**config.mk**
```make
export PLATFORM = sky130hd
export DESIGN_NAME = button_debounce
export DESIGN_NICKNAME = d
export VERILOG_FILES = /design/src/rtl/ulx3s_pkg.sv /design/src/rtl/debounce_bit.sv /design/src/rtl/button_debounce.sv
export SDC_FILE = /design/constraint.sdc
export NUM_CORES = 1
export LEC_CHECK = 0
export BUFFER_PORTS_ARGS = -buffer_cell sky130_fd_sc_hd__buf_2
export CAP_MARGIN = 20
export CORE_UTILIZATION = 30
export DETAILED_ROUTE_END_ITERATION = 10
export HOLD_SLACK_MARGIN = 0.1
export MAX_ROUTING_LAYER = met4
export PLACE_DENSITY = 0.57
export SYNTH_ARGS = -nofsm -noshare
export SYNTH_HDL_FRONTEND = slang
export SYNTH_SLANG_ARGS = --single-unit
export TNS_END_PERCENT = 100
```
**constraint.sdc**
```tcl
create_clock -name i_clk -period 1.9 [get_ports i_clk]
set_clock_uncertainty 0.05 [all_clocks]
set_input_delay 0.475 -clock i_clk [delete_from_list [all_inputs] [get_ports i_clk]]
set_output_delay 0.475 -clock i_clk [all_outputs]
set_load 0.01 [all_outputs]
```
**src/rtl/ulx3s_pkg.sv**
```systemverilog
// ============================================================================
// Module      : ulx3s_pkg
// Description : Board-level constants shared by the ULX3S button/LED logic.
// Revision    : 1.0 - initial release
// ============================================================================
`default_nettype none

package ulx3s_pkg;

    localparam int unsigned NUM_BTN        = 7;
    localparam int unsigned CLK_HZ         = 25000000;
    localparam logic [NUM_BTN-1:0] BTN_ACTIVE_LOW = 7'b0000001;
    localparam int unsigned DEBOUNCE_10MS  = CLK_HZ / 100;

    function automatic int unsigned max_u(input int unsigned a, input int unsigned b);
        return (a > b) ? a : b;
    endfunction

endpackage

`default_nettype wire

```
**src/rtl/debounce_bit.sv**
```systemverilog
// ============================================================================
// Module      : debounce_bit
// Description : One button channel: polarity fix, 2-flop sync, stability
//               counter, press/release pulses. Auto-repeat under
//               BTN_DEBOUNCE_REPEAT_EN.
// Revision    : 1.0 - initial release
// ============================================================================
`default_nettype none

module debounce_bit
    import ulx3s_pkg::*;
#(
    parameter int unsigned DEBOUNCE_CYCLES = DEBOUNCE_10MS,
    parameter logic        ACTIVE_LOW      = 1'b0,
    parameter int unsigned REPEAT_DELAY    = 12500000,
    parameter int unsigned REPEAT_PERIOD   = 2500000
) (
    input  logic i_clk,
    input  logic i_reset,
    input  logic i_btn,
    output logic o_btn,
    output logic o_press,
    output logic o_release
);

    localparam int unsigned      CW     = $clog2(DEBOUNCE_CYCLES);
    localparam logic [CW-1:0]    C_LAST = CW'(DEBOUNCE_CYCLES - 1);

    logic          sync1_q, sync2_q;
    logic          acc_q, acc_d;
    logic [CW-1:0] cnt_q, cnt_d;
    logic          press_q, press_d;
    logic          release_q, release_d;
    logic          w_accept;

    // Any cycle where the synced level agrees with the accepted one restarts the count.
    always_comb begin
        acc_d    = acc_q;
        cnt_d    = cnt_q;
        w_accept = 1'b0;
        if (sync2_q == acc_q) begin
            cnt_d = '0;
        end else if (cnt_q == C_LAST) begin
            w_accept = 1'b1;
            acc_d    = sync2_q;
            cnt_d    = '0;
        end else begin
            cnt_d = cnt_q + 1'b1;
        end
    end

    assign release_d = w_accept & ~sync2_q;

`ifdef BTN_DEBOUNCE_REPEAT_EN
    localparam int unsigned   RW            = $clog2(max_u(REPEAT_DELAY, REPEAT_PERIOD));
    localparam logic [RW-1:0] C_DELAY_LAST  = RW'(REPEAT_DELAY - 1);
    localparam logic [RW-1:0] C_PERIOD_LAST = RW'(REPEAT_PERIOD - 1);

    logic [RW-1:0] rep_cnt_q, rep_cnt_d;
    logic          rep_arm_q, rep_arm_d;
    logic          w_rep_fire;

    // rep_arm_q selects the initial delay versus the steady repeat period.
    always_comb begin
        rep_cnt_d  = rep_cnt_q;
        rep_arm_d  = rep_arm_q;
        w_rep_fire = 1'b0;
        if (!acc_d || w_accept) begin
            rep_cnt_d = '0;
            rep_arm_d = 1'b0;
        end else if (rep_cnt_q == (rep_arm_q ? C_PERIOD_LAST : C_DELAY_LAST)) begin
            w_rep_fire = 1'b1;
            rep_cnt_d  = '0;
            rep_arm_d  = 1'b1;
        end else begin
            rep_cnt_d = rep_cnt_q + 1'b1;
        end
    end

    always_ff @(posedge i_clk) begin
        if (i_reset) begin
            rep_cnt_q <= '0;
            rep_arm_q <= 1'b0;
        end else begin
            rep_cnt_q <= rep_cnt_d;
            rep_arm_q <= rep_arm_d;
        end
    end

    assign press_d = (w_accept & sync2_q) | w_rep_fire;
`else
    assign press_d = w_accept & sync2_q;
`endif

    always_ff @(posedge i_clk) begin
        if (i_reset) begin
            sync1_q   <= 1'b0;
            sync2_q   <= 1'b0;
            acc_q     <= 1'b0;
            cnt_q     <= '0;
            press_q   <= 1'b0;
            release_q <= 1'b0;
        end else begin
            sync1_q   <= i_btn ^ ACTIVE_LOW;
            sync2_q   <= sync1_q;
            acc_q     <= acc_d;
            cnt_q     <= cnt_d;
            press_q   <= press_d;
            release_q <= release_d;
        end
    end

    assign o_btn     = acc_q;
    assign o_press   = press_q;
    assign o_release = release_q;

endmodule

`default_nettype wire

```
**src/rtl/button_debounce.sv**
```systemverilog
// ============================================================================
// Module      : button_debounce
// Description : N_BTN independent debounce channels for the ULX3S buttons.
//               Optional auto-repeat: define BTN_DEBOUNCE_REPEAT_EN.
// Revision    : 1.0 - initial release
// ============================================================================
`default_nettype none

module button_debounce
    import ulx3s_pkg::*;
#(
    parameter int unsigned         N_BTN           = NUM_BTN,
    parameter int unsigned         DEBOUNCE_CYCLES = DEBOUNCE_10MS,
    parameter logic [N_BTN-1:0]    ACTIVE_LOW_MASK = BTN_ACTIVE_LOW,
    parameter int unsigned         REPEAT_DELAY    = 12500000,
    parameter int unsigned         REPEAT_PERIOD   = 2500000
) (
    input  logic             i_clk,
    input  logic             i_reset,
    input  logic [N_BTN-1:0] i_btn,
    output logic [N_BTN-1:0] o_btn,
    output logic [N_BTN-1:0] o_press,
    output logic [N_BTN-1:0] o_release
);

    generate
        for (genvar g = 0; g < N_BTN; g++) begin : g_chan
            debounce_bit #(
                .DEBOUNCE_CYCLES (DEBOUNCE_CYCLES),
                .ACTIVE_LOW      (ACTIVE_LOW_MASK[g]),
                .REPEAT_DELAY    (REPEAT_DELAY),
                .REPEAT_PERIOD   (REPEAT_PERIOD)
            ) u_bit (
                .i_clk     (i_clk),
                .i_reset   (i_reset),
                .i_btn     (i_btn[g]),
                .o_btn     (o_btn[g]),
                .o_press   (o_press[g]),
                .o_release (o_release[g])
            );
        end
    endgenerate

endmodule

`default_nettype wire

```
After elaboration in Yosys (flattened, before gate mapping)
Cells that the tools add are included.
{ "totals": {"register_bits": 161, "out_inout_bits": 21, "word_cells": 120} }
{ "op_classes": {"n_addsub": 7, "n_eq_ne": 14, "muxes": 14, "bitwise": 29, "n_reduce_logical": 14} }
{ "ops": {"columns": ["cell", "count"], "rows": [
  ["18-bit by 1-bit adder with 18-bit output, second input constant", 7],
  ["18-bit equality test, second input constant", 7],
  ["3-bit OR reduction", 7],
  ["1-bit inverter", 15],
  ["1-bit bitwise AND", 14],
  ["1-bit two-way mux", 14],
  ["2-bit AND reduction", 7],
  ["1-bit equality test", 7]
]} }

Logic depth before layout (Yosys ltp)
Gate-level depths: netlist (run 1).
{ "logic_depth": {"depth_word": 4, "depth_mapped": 6} }

Modules after synthesis
Synthesis (run 1) repeated with hierarchy kept, for this count alone.
{ "hier_totals": {"hier_cells": 771, "area_unflattened_um2": 6976.7} }
{ "modules_own_cells": {"columns": ["mod", "n_inst", "cells_each", "area_each_um2"], "rows": [
  ["debounce_bit (g_chan[1].u_bit ...)", 6, 110, 992.2],
  ["debounce_bit (g_chan[0].u_bit)", 1, 111, 1023.5]
]} }

Worst setup path after synthesis (run 1)
No wires, ideal clock.
{ "synth_path": {"path_kind": "register -> register", "from": "reg g_chan[2].u_bit.cnt_q[0]", "to": "reg g_chan[2].u_bit.cnt_q[16]", "setup_ns": 0.115, "arrival_ns": 1.730, "t_required_ns": 1.735, "setup_slack_ns": 0.005, "stages_incl_launch_ff": 7, "path_buffers": 1, "synth_period_minus_slack_ns": 1.895, "path_cell_list": "dfxtp_1 > ha_1 > nand3_1 > or4_1 > o21ai_2 > buf_4 > nor2_1"} }
{ "synth_between": {"elab_chain_len": 2, "elab_cells_between_ends": 3} }
{ "synth_lines": {"columns": ["item", "line_no", "source"], "rows": [
  ["start: declaration", "debounce_bit.sv:31", "logic [CW-1:0] cnt_q, cnt_d;"],
  ["start signal: assignment", "debounce_bit.sv:107", "cnt_q <= cnt_d;"],
  ["parallel branches: the longest is 2 deep, another holds 18-bit by 1-bit adder with 18-bit output", null, null]
]} }
Several ways; the timed one is not identified.
A chain may end at the register's enable or synchronous reset.

Worst setup path after layout (run 1)
{ "layout_path": {"from": "reg g_chan[6].u_bit.cnt_q[6]", "to": "reg g_chan[6].u_bit.acc_q"} }
{ "layout_between": {"elab_chain_len": 2} }
{ "layout_lines": {"columns": ["item", "line_no", "source"], "rows": [
  ["start: declaration", "debounce_bit.sv:31", null],
  ["start signal: assignment", "debounce_bit.sv:107", null],
  ["18-bit equality test", "debounce_bit.sv:43", "end else if (cnt_q == C_LAST) begin"],
  ["2-bit AND reduction (no source line)", null, null],
  ["end signal: assignment", "debounce_bit.sv:99", "acc_q <= 1'b0;"],
  ["end signal: assignment", "debounce_bit.sv:106", "acc_q <= acc_d;"],
  ["end: declaration", "debounce_bit.sv:30", "logic acc_q, acc_d;"]
]} }
Every way passes these cells.

==> results of run 1 <==
power groups by stage:
stage	sequential [uW]	combinational, uW	clock (uW)
detailed placement	3480	99.0	0
CTS	3400	99.7	3450
global placement	3480	98.4	0
finish	3410	97.2	3340
floorplan	3480	55.1	0
global route	3410	108	3580
per-layer routing:
metal	track usage, %	wire, um	share of wire (%)
met1	16.0	7150	51
met2	19.4	6160	44
met3	3.06	503	3.6
met4	4.44	160	1.1
met5	-	0	0
repair_timing:
item | 4_1_cts | 5_1_grt
hold buffers | 0 | 0
endpoints found under the setup margin | 0 | 6
resized for setup | 0 | 8
hold endpoints to repair | 0 | 0
stage by stage:
stage | setup WS (ns) | hold slack, ns | util [%] | power [uW]
detailed placement | 0.0311 | 0.375 | 33.8 | 3580
global placement | 0.111 | 0.369 | 33.8 | 3580
finish | 0.0998 | 0.162 | 36.4 | 6840
global route | 0.00762 | 0.152 | 36.4 | 7090
CTS | 0.00242 | 0.137 | 36.3 | 6960
floorplan | 0.00545 | 0.364 | - | 3530
sequential cells by signal (all words and copies together) (netlist names):
| signal | cells |
|---|---|
| g_chan.u_bit.cnt_q | 126 |
| g_chan.u_bit.o_btn | 7 |
| g_chan.u_bit.o_press | 7 |
| g_chan.u_bit.o_release | 7 |
| g_chan.u_bit.sync1_q | 7 |
| g_chan.u_bit.sync2_q | 7 |
cells by family after synthesis:
kind of cell,Yosys count
compound gates,42
xor+xnor,103
fa+ha+maj,7
buf+inv,62
flops,161
mux,5
simple gates,408
how the worst min path moves through the flow:
stage	startpoint	to	cells past startpoint
final	i_btn[0]	g_chan[0].u_bit.sync1_q$_SDFF_PP0_	2
after global routing	i_btn[0]	g_chan[0].u_bit.sync1_q$_SDFF_PP0_	2
after floorplan	g_chan[0].u_bit.sync1_q$_SDFF_PP0_	g_chan[0].u_bit.sync2_q$_SDFF_PP0_	1
after CTS	i_btn[0]	g_chan[0].u_bit.sync1_q$_SDFF_PP0_	2
after detailed placement	g_chan[6].u_bit.sync1_q$_SDFF_PP0_	g_chan[6].u_bit.sync2_q$_SDFF_PP0_	1
after global placement	g_chan[1].u_bit.sync1_q$_SDFF_PP0_	g_chan[1].u_bit.sync2_q$_SDFF_PP0_	1
worst max-delay path: cells and delay by family, from the launching register on:
kind               cells  cell delay (ns)
and+or+nand+nor        3             1.23
DFF                    1             0.37
AOI/OAI and AO/OA      1             0.08
layout make-up:
class	instances	area (um^2)	area share, %
multi-input combinational	565	3520	42.2
clock buffer	24	492	5.91
inverter	22	82.6	0.992
clock inverter	6	80.1	0.962
sequential	161	3230	38.8
timing repair buffer	76	536	6.43
tap	313	392	4.70
cell usage after synthesis (2+ instances only):
cell and number:
a21oi_1 13, and2_1 2, and3_1 10, and4_1 3
buf_2 8, buf_4 23, clkbuf_1 8, dfxtp_1 161
ha_1 7, inv_1 22, mux2i_1 5, nand2_1 27
nand2b_1 14, nand3_1 44, nand3_2 2, nand3b_1 3
nand4_1 38, nor2_1 137, nor2b_1 16, nor3_1 26
nor4_1 47, nor4b_1 5, nor4bb_1 4, o21ai_0 11
o21ai_1 3, o31ai_1 2, o41ai_1 6, or2_2 2
or3_1 7, or4_1 6, or4b_1 2, or4b_2 2
xnor2_1 80, xor2_1 23
==> run metrics, run 1 <==
Synth Area in Compound Gates=3.84%; Clock Tree Root=clkbuf_16; GR Overflow Total=0; core area=22800 um^2; drt first pass iters=4; drt drc=0; Detail Placement HPWL=9.72 mm; most frequent cells in the layout=dfxtp_1 (158), nor2_1 (137), xnor2_1 (80), nor4_1 (45), buf_4 (44); Setup crit start kind=flop; Adder-Cell Fraction of Synth Area=1.24%; Yosys reg bits=161; clock group share of total power=48.8%; RSZ-0062 raised after global routing=false; Fmax=0.556 GHz; period utilisation layout=94.7%; critical path launch point=g_chan[6].u_bit.cnt_q[6]$_SDFF_PP0_; syn nets=804; # diodes=0; initial antenna violation count=0; Final Max Tran Viols=0; NumNets Final=859; Worst-path clk slew=0.06 ns; CP required=2.19 ns; Layout Cells excl Fill=1167; H-Tree Depth=4; pin count of the biggest net entering global routing=24; Post-Synth XOR/XNOR Area=12.8%; ys async rst share=0%; Mapped Area=7050 um^2; DR WL/cell=12.0 um; FF-to-FF setup slack=0.1 ns; Placed Cells=1137; critical path fanouts, max=4; reg2reg start=g_chan[6].u_bit.cnt_q[6]$_SDFF_PP0_; TritonCTS clock tree=done; multiplexer share of the synthesized area=0.710%; Ports=30; Row Count=55; Vias=5414; CTS buffer count=17; first-pass GRT wire length=24.1 mm; leading area contributor after synthesis=dfxtp_1; Reg power frac=49.8%; Synth Warn #=0; Post-CTS Setup Inserts=0; Post-synth EDFFs=0; Port Buffers=29; Area Overhead vs Synth=18.1%; crit path cell chain=nor4b_1, nand4b_1, or4b_2, o21ai_0; Initial DRC Count=265; Post-Synth Simple-Gate Area=31.0%; CP Capture Type=flop; WP data arrival=2.09 ns; PwrDens=822 nW/um^2; Hold Fails Final Rpt=0; Initial Utilization=30.8%; Area after DPL=7720 um^2; die area=24100 um^2; Setup TNS=0 ns; Distinct cells, synth=53; layout cells sized above 1=14.8%; Max VDD drop=0.494 mV; TritonCTS Sinks=161; Mean Syn Cell Area=8.94 um^2; Final setup viols=0; sequential fraction of the synthesis area=45.7%; dominant cells by area after synthesis=dfxtp_1 (46%), xnor2_1 (9.9%), nor2_1 (7.3%); Hold Crit Class=in -> reg; leak pwr=0.00255 uW; crit path to=g_chan[6].u_bit.o_btn$_SDFFE_PP0P_; Net Sw Frac=19.8%; Tot GR Track Use=12.6%; Clock Path Buffers=2; main combinational cell family by area after synthesis=simple AND/OR/NAND/NOR gates; FILL cells=2392; antenna-violating nets left=0; measured slew at the worst slew-check pin=0.409 ns; die height=155 um; max-cap viol count=0; Routed WL=14.0 mm; P_int=5490 uW; fin area=8320 um^2; number of global-route vias before repair=5245; Synth top area share=45.7%; combinational power share=1.4%; Slew HR=72.5%; peak per-stage delay on the critical path=0.63 ns; commonest non-fill, non-tap cell in the layout=dfxtp_1; clock latency on the worst-skew pair=0.42 ns; worst r2r path cells=4; status=finished, final reports clean; Placer Congestion=0.813; Final min period=1.80 ns; Net Sw Power=1350 uW; vias per std cell=4.64; Post-Syn Instances=788; WS Path Type=reg -> reg; Reg-to-Reg End=g_chan[6].u_bit.o_btn$_SDFFE_PP0P_; CP max stage cell=or4b_2; Top FF cell, synth=dfxtp_1; Die Width=155 um
Note: power is estimated with default switching activity, not from simulation.
==> run 2: changes to the inputs <==
--- a/config.mk
+++ b/config.mk
@@ -7,11 +7,13 @@
 export LEC_CHECK = 0
 export BUFFER_PORTS_ARGS = -buffer_cell sky130_fd_sc_hd__buf_2
 export CAP_MARGIN = 20
-export CORE_UTILIZATION = 30
+export CELL_PAD_IN_SITES_DETAIL_PLACEMENT = 1
+export CELL_PAD_IN_SITES_GLOBAL_PLACEMENT = 1
+export CORE_UTILIZATION = 43
 export DETAILED_ROUTE_END_ITERATION = 10
 export HOLD_SLACK_MARGIN = 0.1
 export MAX_ROUTING_LAYER = met4
-export PLACE_DENSITY = 0.57
+export PLACE_DENSITY = 0.87
 export SYNTH_ARGS = -nofsm -noshare
 export SYNTH_HDL_FRONTEND = slang
 export SYNTH_SLANG_ARGS = --single-unit
==> run 2 against run 1 <==
Effect of this change:
- critical path type unchanged
- total power shrank 0.40%
- the flow now finishes with violations (setup timing)
- die area shrank 30%
- cell count down 7.0%
==> run metrics, run 2 (synthesis gave the netlist of run 1 again) <==
clock group share of total power=48.5% (-0.3 points); FF-to-FF setup slack=-0.15 ns (-0.25 ns); die area=16900 um^2 (-30%); Port Buffers=29 (unchanged); DR WL/cell=15.7 um (+31%); vias per std cell=5.36 (+16%); multi-input logic area=3560 um^2 (+1.2%); WS Path Type=reg -> reg; clock latency on the worst-skew pair=0.43 ns (about the same); Clock Tree Root=clkbuf_16; layout cells sized above 1=17.1% (+2.4 points); Slew HR=67.1% (-5.4 points); CP required=2.18 ns (about the same); period utilisation layout=108% (+13 points); leak pwr=0.00260 uW (+2.0%); most frequent cells in the layout=dfxtp_1 (158), nor2_1 (137), xnor2_1 (80), buf_4 (57), nor4_1 (45); Clock Path Buffers=2 (unchanged); Max VDD drop=0.679 mV (+37%); fin worst setup slack=-0.154 ns (-0.253 ns); Reg power frac=50.0% (+0.2 points); violated checks=setup timing; initial antenna violation count=0 (unchanged); core area=15900 um^2 (-30%); hold path startpoint=i_btn[0]; Final min period=2.05 ns (+0.253 ns); measured slew at the worst slew-check pin=0.492 ns (+0.0833 ns); TritonCTS Sinks=161 (unchanged); GR Overflow Total=0 (unchanged); P_int=5280 uW (-3.8%); H-Tree Depth=4 (unchanged); GR Util met2=37.0% (+18 points); commonest non-fill, non-tap cell in the layout=dfxtp_1; drt drc=0 (unchanged); worst r2r path cells=4 (unchanged); GR peak layer=met2; Tot GR Track Use=21.9% (+9.3 points); Initial DRC Count=261 (-1.5%); pin count of the biggest net entering global routing=23 (-4.2%); Worst-path clk slew=0.06 ns (about the same); Hold Crit Class=in -> reg; first-pass GRT wire length=28.4 mm (+18%); Initial Utilization=44.2% (+13 points); number of global-route vias before repair=5890 (+12%); PwrDens=817 nW/um^2 (-0.57%); Fmax=0.487 GHz (-12%); reg2reg start=g_chan[0].u_bit.cnt_q[8]$_SDFF_PP0_; Setup crit start kind=flop; Final setup viols=1 (+1); Ports=30 (unchanged); CTS buffer count=17 (unchanged); Layout Cells excl Fill=1085 (-7.0%); met3 usage=3.90% (+0.83 points); die height=130 um (-16%); # diodes=0 (unchanged); Placer Congestion=0.812 (-0.17%); status=finished with violations; Hold Crit Endpoint=g_chan[0].u_bit.sync1_q$_SDFF_PP0_; met1 Use GR=26.4% (+10 points); Largest register FFs=126 (unchanged); Final Max Tran Viols=0 (unchanged); drt first pass iters=5 (+1); CP Capture Type=flop; NumNets Final=872 (+1.5%); combinational power share=1.5% (about the same); WHS Path Cells=2 (unchanged); Vias=5818 (+7.5%); WP data arrival=2.34 ns (+0.25 ns); Area Overhead vs Synth=18.3%; Hold Fails Final Rpt=0 (unchanged); Routed WL=17.0 mm (+22%); Net Sw Power=1530 uW (+13%); Row Count=46 (-16%); Net Sw Frac=22.5% (+2.7 points); Detail Placement HPWL=11.6 mm (+20%); Placed Cells=1051 (-7.6%); TritonCTS clock tree=done; antenna-violating nets left=0 (unchanged); critical path fanouts, max=6 (+2); FILL cells=1882 (-21%); max-cap viol count=0 (unchanged); largest reg by FF count=g_chan.u_bit.cnt_q; post-layout utilization of the core=52.3% (+16 points); Die Width=130 um (-16%); Reg-to-Reg End=g_chan[0].u_bit.o_btn$_SDFFE_PP0P_; FF/Latch Area=3230 um^2 (unchanged)
## run 2: cell types whose count changed in the layout (fill, tap and decap cells not counted), sizes merged
cell	previous run	this run
bufinv	2	1
inv	22	29
buf	76	89
clkbuf	24	18
clkinv	4	3
clkinvlp	0	3
## run 2: cell type report
cell class                      instances  share of cell area [%]
Timing Repair Buffer                   89                    7.49
Clock inverter                         14                    1.74
Tap cell                              216                    3.24
Sequential cell                       161                    38.7
Multi-Input combinational cell        565                    42.7
Inverter                               22                   0.990
Clock buffer                           18                    5.15
## run 2: repair_timing
action,CTS,global route
endpoints found under the setup margin,0,34
gates resized for setup,0,17
setup buffers,0,2
hold buffers,0,0
## run 2: layer usage
metal / part of all wire (%) / routed length [um]
met1: 45 / 7700
met4: 1.3 / 221
met2: 51 / 8620
met3: 2.8 / 474
met5: 0 / 0
## run 2: worst max-delay path by stage
| stage | start | to | slack, ns | cells past startpoint |
|---|---|---|---|---|
| 2_1_floorplan | g_chan[2].u_bit.cnt_q[0]$_SDFF_PP0_ | g_chan[2].u_bit.cnt_q[16]$_SDFF_PP0_ | 0.005 | 6 |
| 3_3_place_gp | g_chan[2].u_bit.cnt_q[0]$_SDFF_PP0_ | g_chan[2].u_bit.cnt_q[1]$_SDFF_PP0_ | 0.09 | 5 |
| 3_5_place_dp | g_chan[2].u_bit.cnt_q[0]$_SDFF_PP0_ | g_chan[2].u_bit.o_press$_SDFF_PP0_ | 0.02 | 5 |
| 4_1_cts | g_chan[2].u_bit.cnt_q[0]$_SDFF_PP0_ | g_chan[2].u_bit.o_press$_SDFF_PP0_ | 0.0005 | 5 |
| 5_1_grt | g_chan[0].u_bit.cnt_q[8]$_SDFF_PP0_ | g_chan[0].u_bit.o_btn$_SDFFE_PP0P_ | -0.18 | 4 |
| 6_report | g_chan[0].u_bit.cnt_q[8]$_SDFF_PP0_ | g_chan[0].u_bit.o_btn$_SDFFE_PP0P_ | -0.15 | 4 |
## run 2: power groups by stage
| stage | clock network (uW) | logic, uW | registers (uW) |
|---|---|---|---|
| floorplan | 0 | 55.1 | 3480 |
| global placement | 0 | 96.8 | 3480 |
| detailed placement | 0 | 100 | 3480 |
| CTS | 3370 | 100 | 3410 |
| global route | 3510 | 112 | 3410 |
| finish | 3310 | 100 | 3410 |
## run 2: critical path, cell delays in order (launching register included)
cell and delay, ns:
dfxtp_1 0.38, nor4bb_1 0.48, nand4_1 0.25, or4b_2 0.67
o21ai_0 0.13
## run 2: stage by stage
step	total power, uW	TNS, ns	hold slack, ns	setup slack, ns	instance area (um^2)
after global placement	3580	0	0.376	0.0915	7670
after floorplan	3530	0	0.364	0.00545	7050
after global routing	7030	-0.310	0.146	-0.181	8340
after detailed placement	3580	0	0.394	0.0195	7670
final	6820	-0.154	0.150	-0.154	8340
after CTS	6870	0	0.141	0.000483	8250
==> run 3: changes to the inputs <==
--- a/config.mk
+++ b/config.mk
@@ -16,5 +16,6 @@
 export PLACE_DENSITY = 0.87
 export SYNTH_ARGS = -nofsm -noshare
 export SYNTH_HDL_FRONTEND = slang
+export SYNTH_HIERARCHICAL = 1
 export SYNTH_SLANG_ARGS = --single-unit
 export TNS_END_PERCENT = 100
==> run 3 against run 2 <==
Effect of this change:
- the run now ends clean
- synthesized cell count fell by 2.2%
- critical path depth unchanged
- sequential cell count unchanged
==> run metrics, run 3 <==
status=finished, final reports clean; Max VDD drop=0.648 mV (-4.6%); largest reg by FF count=g_chan.u_bit/cnt_q; Setup crit start kind=flop; dominant cells by area after synthesis=dfxtp_1 (46%), xnor2_1 (12%), nor2_1 (8.1%); die height=129 um (-0.48%); Worst-path clk slew=0.06 ns (about the same); critical path fanouts, max=5 (-1); Port Buffers=29 (unchanged); Fmax=0.552 GHz (+13%); Post-CTS Setup Inserts=0 (unchanged); TritonCTS Sinks=161 (unchanged); post-CTS sizing=0 (unchanged); syn nets=787 (-2.1%); CP required=2.14 ns (-0.04 ns); core area=15900 um^2 (-0.36%); leading area contributor after synthesis=dfxtp_1; first-pass GRT wire length=28.4 mm (-0.19%); critical path launch point=g_chan[6].u_bit/cnt_q[7]$_SDFF_PP0_; Vias=5694 (-2.1%); sequential fraction of the synthesis area=46.2% (+0.45 points); TritonCTS clock tree=done; Final min period=1.81 ns (-0.242 ns); WS Path Type=reg -> reg; Clock Tree Root=clkbuf_16; reg2reg start=g_chan[6].u_bit/cnt_q[7]$_SDFF_PP0_; initial antenna violation count=0 (unchanged); Synth top area share=46.2% (+0.45 points); GR Overflow Total=0 (unchanged); ys async rst share=0% (unchanged); Reg-to-Reg End=g_chan[6].u_bit/o_btn$_SDFFE_PP0P_; Post-Syn Instances=771 (-2.2%); Mean Syn Cell Area=9.05 um^2 (+1.2%); clock latency on the worst-skew pair=0.43 ns (about the same); Largest register FFs=126 (unchanged); CTS buffer count=17 (unchanged); CP Capture Type=flop; Hold Fails Final Rpt=0 (unchanged); vias per std cell=5.35 (-0.29%); leak pwr=0.00264 uW (+1.4%); Synth Warn #=6 (+6); Placed Cells=1033 (-1.7%); Yosys reg bits=161 (unchanged); number of global-route vias before repair=6009 (+2.0%); max-cap viol count=0 (unchanged); PwrDens=844 nW/um^2 (+3.2%); Routed WL=16.7 mm (-2.0%); drt drc=0 (unchanged); Post-synth top cells=dfxtp_1 (161), nor2_1 (150), xnor2_1 (99); Initial Utilization=43.9% (-0.27 points); antenna-violating nets left=0 (unchanged); Final Max Tran Viols=0 (unchanged); Clock Path Buffers=2 (unchanged); H-Tree Depth=4 (unchanged); most frequent cells in the layout=dfxtp_1 (161), nor2_1 (150), xnor2_1 (99), nand3_1 (48); die area=16700 um^2 (-0.97%); WP data arrival=2.05 ns (-0.29 ns); DR WL/cell=15.7 um (-0.16%); Die Width=129 um (-0.48%); Mapped Area=6980 um^2 (-0.98%); Initial DRC Count=186 (-29%); Tot GR Track Use=22.4% (+0.45 points); Area Overhead vs Synth=17.1%; crit path to=g_chan[6].u_bit/o_btn$_SDFFE_PP0P_; Distinct cells, synth=35 (-34%); layout cells sized above 1=14.8% (-2.3 points); Final setup viols=0 (-1); Slew HR=64.5% (-2.6 points); Row Count=46 (unchanged); commonest non-fill, non-tap cell in the layout=dfxtp_1; FF-to-FF setup slack=0.09 ns (+0.24 ns); Hold Crit Class=in -> reg; NumNets Final=852 (-2.3%); Layout Cells excl Fill=1065 (-1.8%); Detail Placement HPWL=11.4 mm (-1.8%); Placer Congestion=0.811 (-0.12%); drt first pass iters=6 (+1); # diodes=0 (unchanged); cell with the most instances after synthesis=dfxtp_1; worst r2r path cells=4 (unchanged); pin count of the biggest net entering global routing=20 (-13%); cts hold-fix bufs=0 (unchanged); RSZ-0062 raised after global routing=false; period utilisation layout=95.4% (-13 points); Ports=30 (unchanged); Setup TNS=0 ns (+0.154 ns); Top FF cell, synth=dfxtp_1; Post-synth EDFFs=0 (unchanged); measured slew at the worst slew-check pin=0.525 ns (+0.0328 ns)
run 3: layout make-up:
type / instances / area [um^2]
Fill cell: 1879 / 7720
Multi-Input combinational cell: 557 / 3540
Sequential cell: 161 / 3220
Clock buffer: 17 / 425
Timing Repair Buffer: 60 / 403
Tap cell: 216 / 270
Clock inverter: 15 / 161
Inverter: 39 / 146
run 3: worst min-delay path by stage:
stage                                                   from                                  to  slack [ns]  depth (start not counted)
final                                               i_btn[0]  g_chan[0].u_bit/sync1_q$_SDFF_PP0_        0.14                          2
after global routing                                i_btn[0]  g_chan[0].u_bit/sync1_q$_SDFF_PP0_        0.13                          2
after CTS                                           i_btn[0]  g_chan[0].u_bit/sync1_q$_SDFF_PP0_        0.12                          2
after detailed placement  g_chan[6].u_bit/sync1_q$_SDFF_PP0_  g_chan[6].u_bit/sync2_q$_SDFF_PP0_        0.37                          1
after global placement    g_chan[1].u_bit/sync1_q$_SDFF_PP0_  g_chan[1].u_bit/sync2_q$_SDFF_PP0_        0.37                          1
after floorplan           g_chan[0].u_bit/sync1_q$_SDFF_PP0_  g_chan[0].u_bit/sync2_q$_SDFF_PP0_        0.36                          1
run 3: layer usage:
metal / part of all wire, % / global-route usage [%]
met2: 53 / 40.3
met5: 0 / -
met3: 2.5 / 5.00
met1: 43 / 23.7
met4: 1.9 / 8.65
run 3: cell families after synthesis:
| kind of cell | count (synthesis) | share of synthesized area (%) |
|---|---|---|
| flops | 161 | 46.2 |
| xor+xnor | 110 | 13.8 |
| fa+ha+maj | 7 | 1.26 |
| compound gates | 39 | 3.53 |
| simple gates | 401 | 32.0 |
| buf+inv | 53 | 3.25 |
run 3: stage by stage:
stage	util, %	cell area [um^2]	hold slack, ns	total power [uW]	setup slack [ns]
floorplan	-	6980	0.364	3530	0.185
global placement	47.7	7570	0.370	3570	0.224
detailed placement	47.7	7570	0.375	3580	0.145
CTS	51.3	8160	0.121	7000	0.0910
global route	51.4	8170	0.126	7140	0.00672
finish	51.4	8170	0.140	6890	0.0881
run 3: where the power goes:
| group | internal [uW] | switching [uW] | total [uW] |
|---|---|---|---|
| clock | 1950 | 1450 | 3400 |
| sequential | 3390 | 14.8 | 3410 |
| combinational | 37.1 | 54.4 | 91.6 |
run 3: critical path: stages, from the launching register on:
cell     delay [ns]
dfxtp_1        0.43
nor4b_1        0.47
nand4_1        0.23
o21ai_0        0.34
a21oi_1        0.16
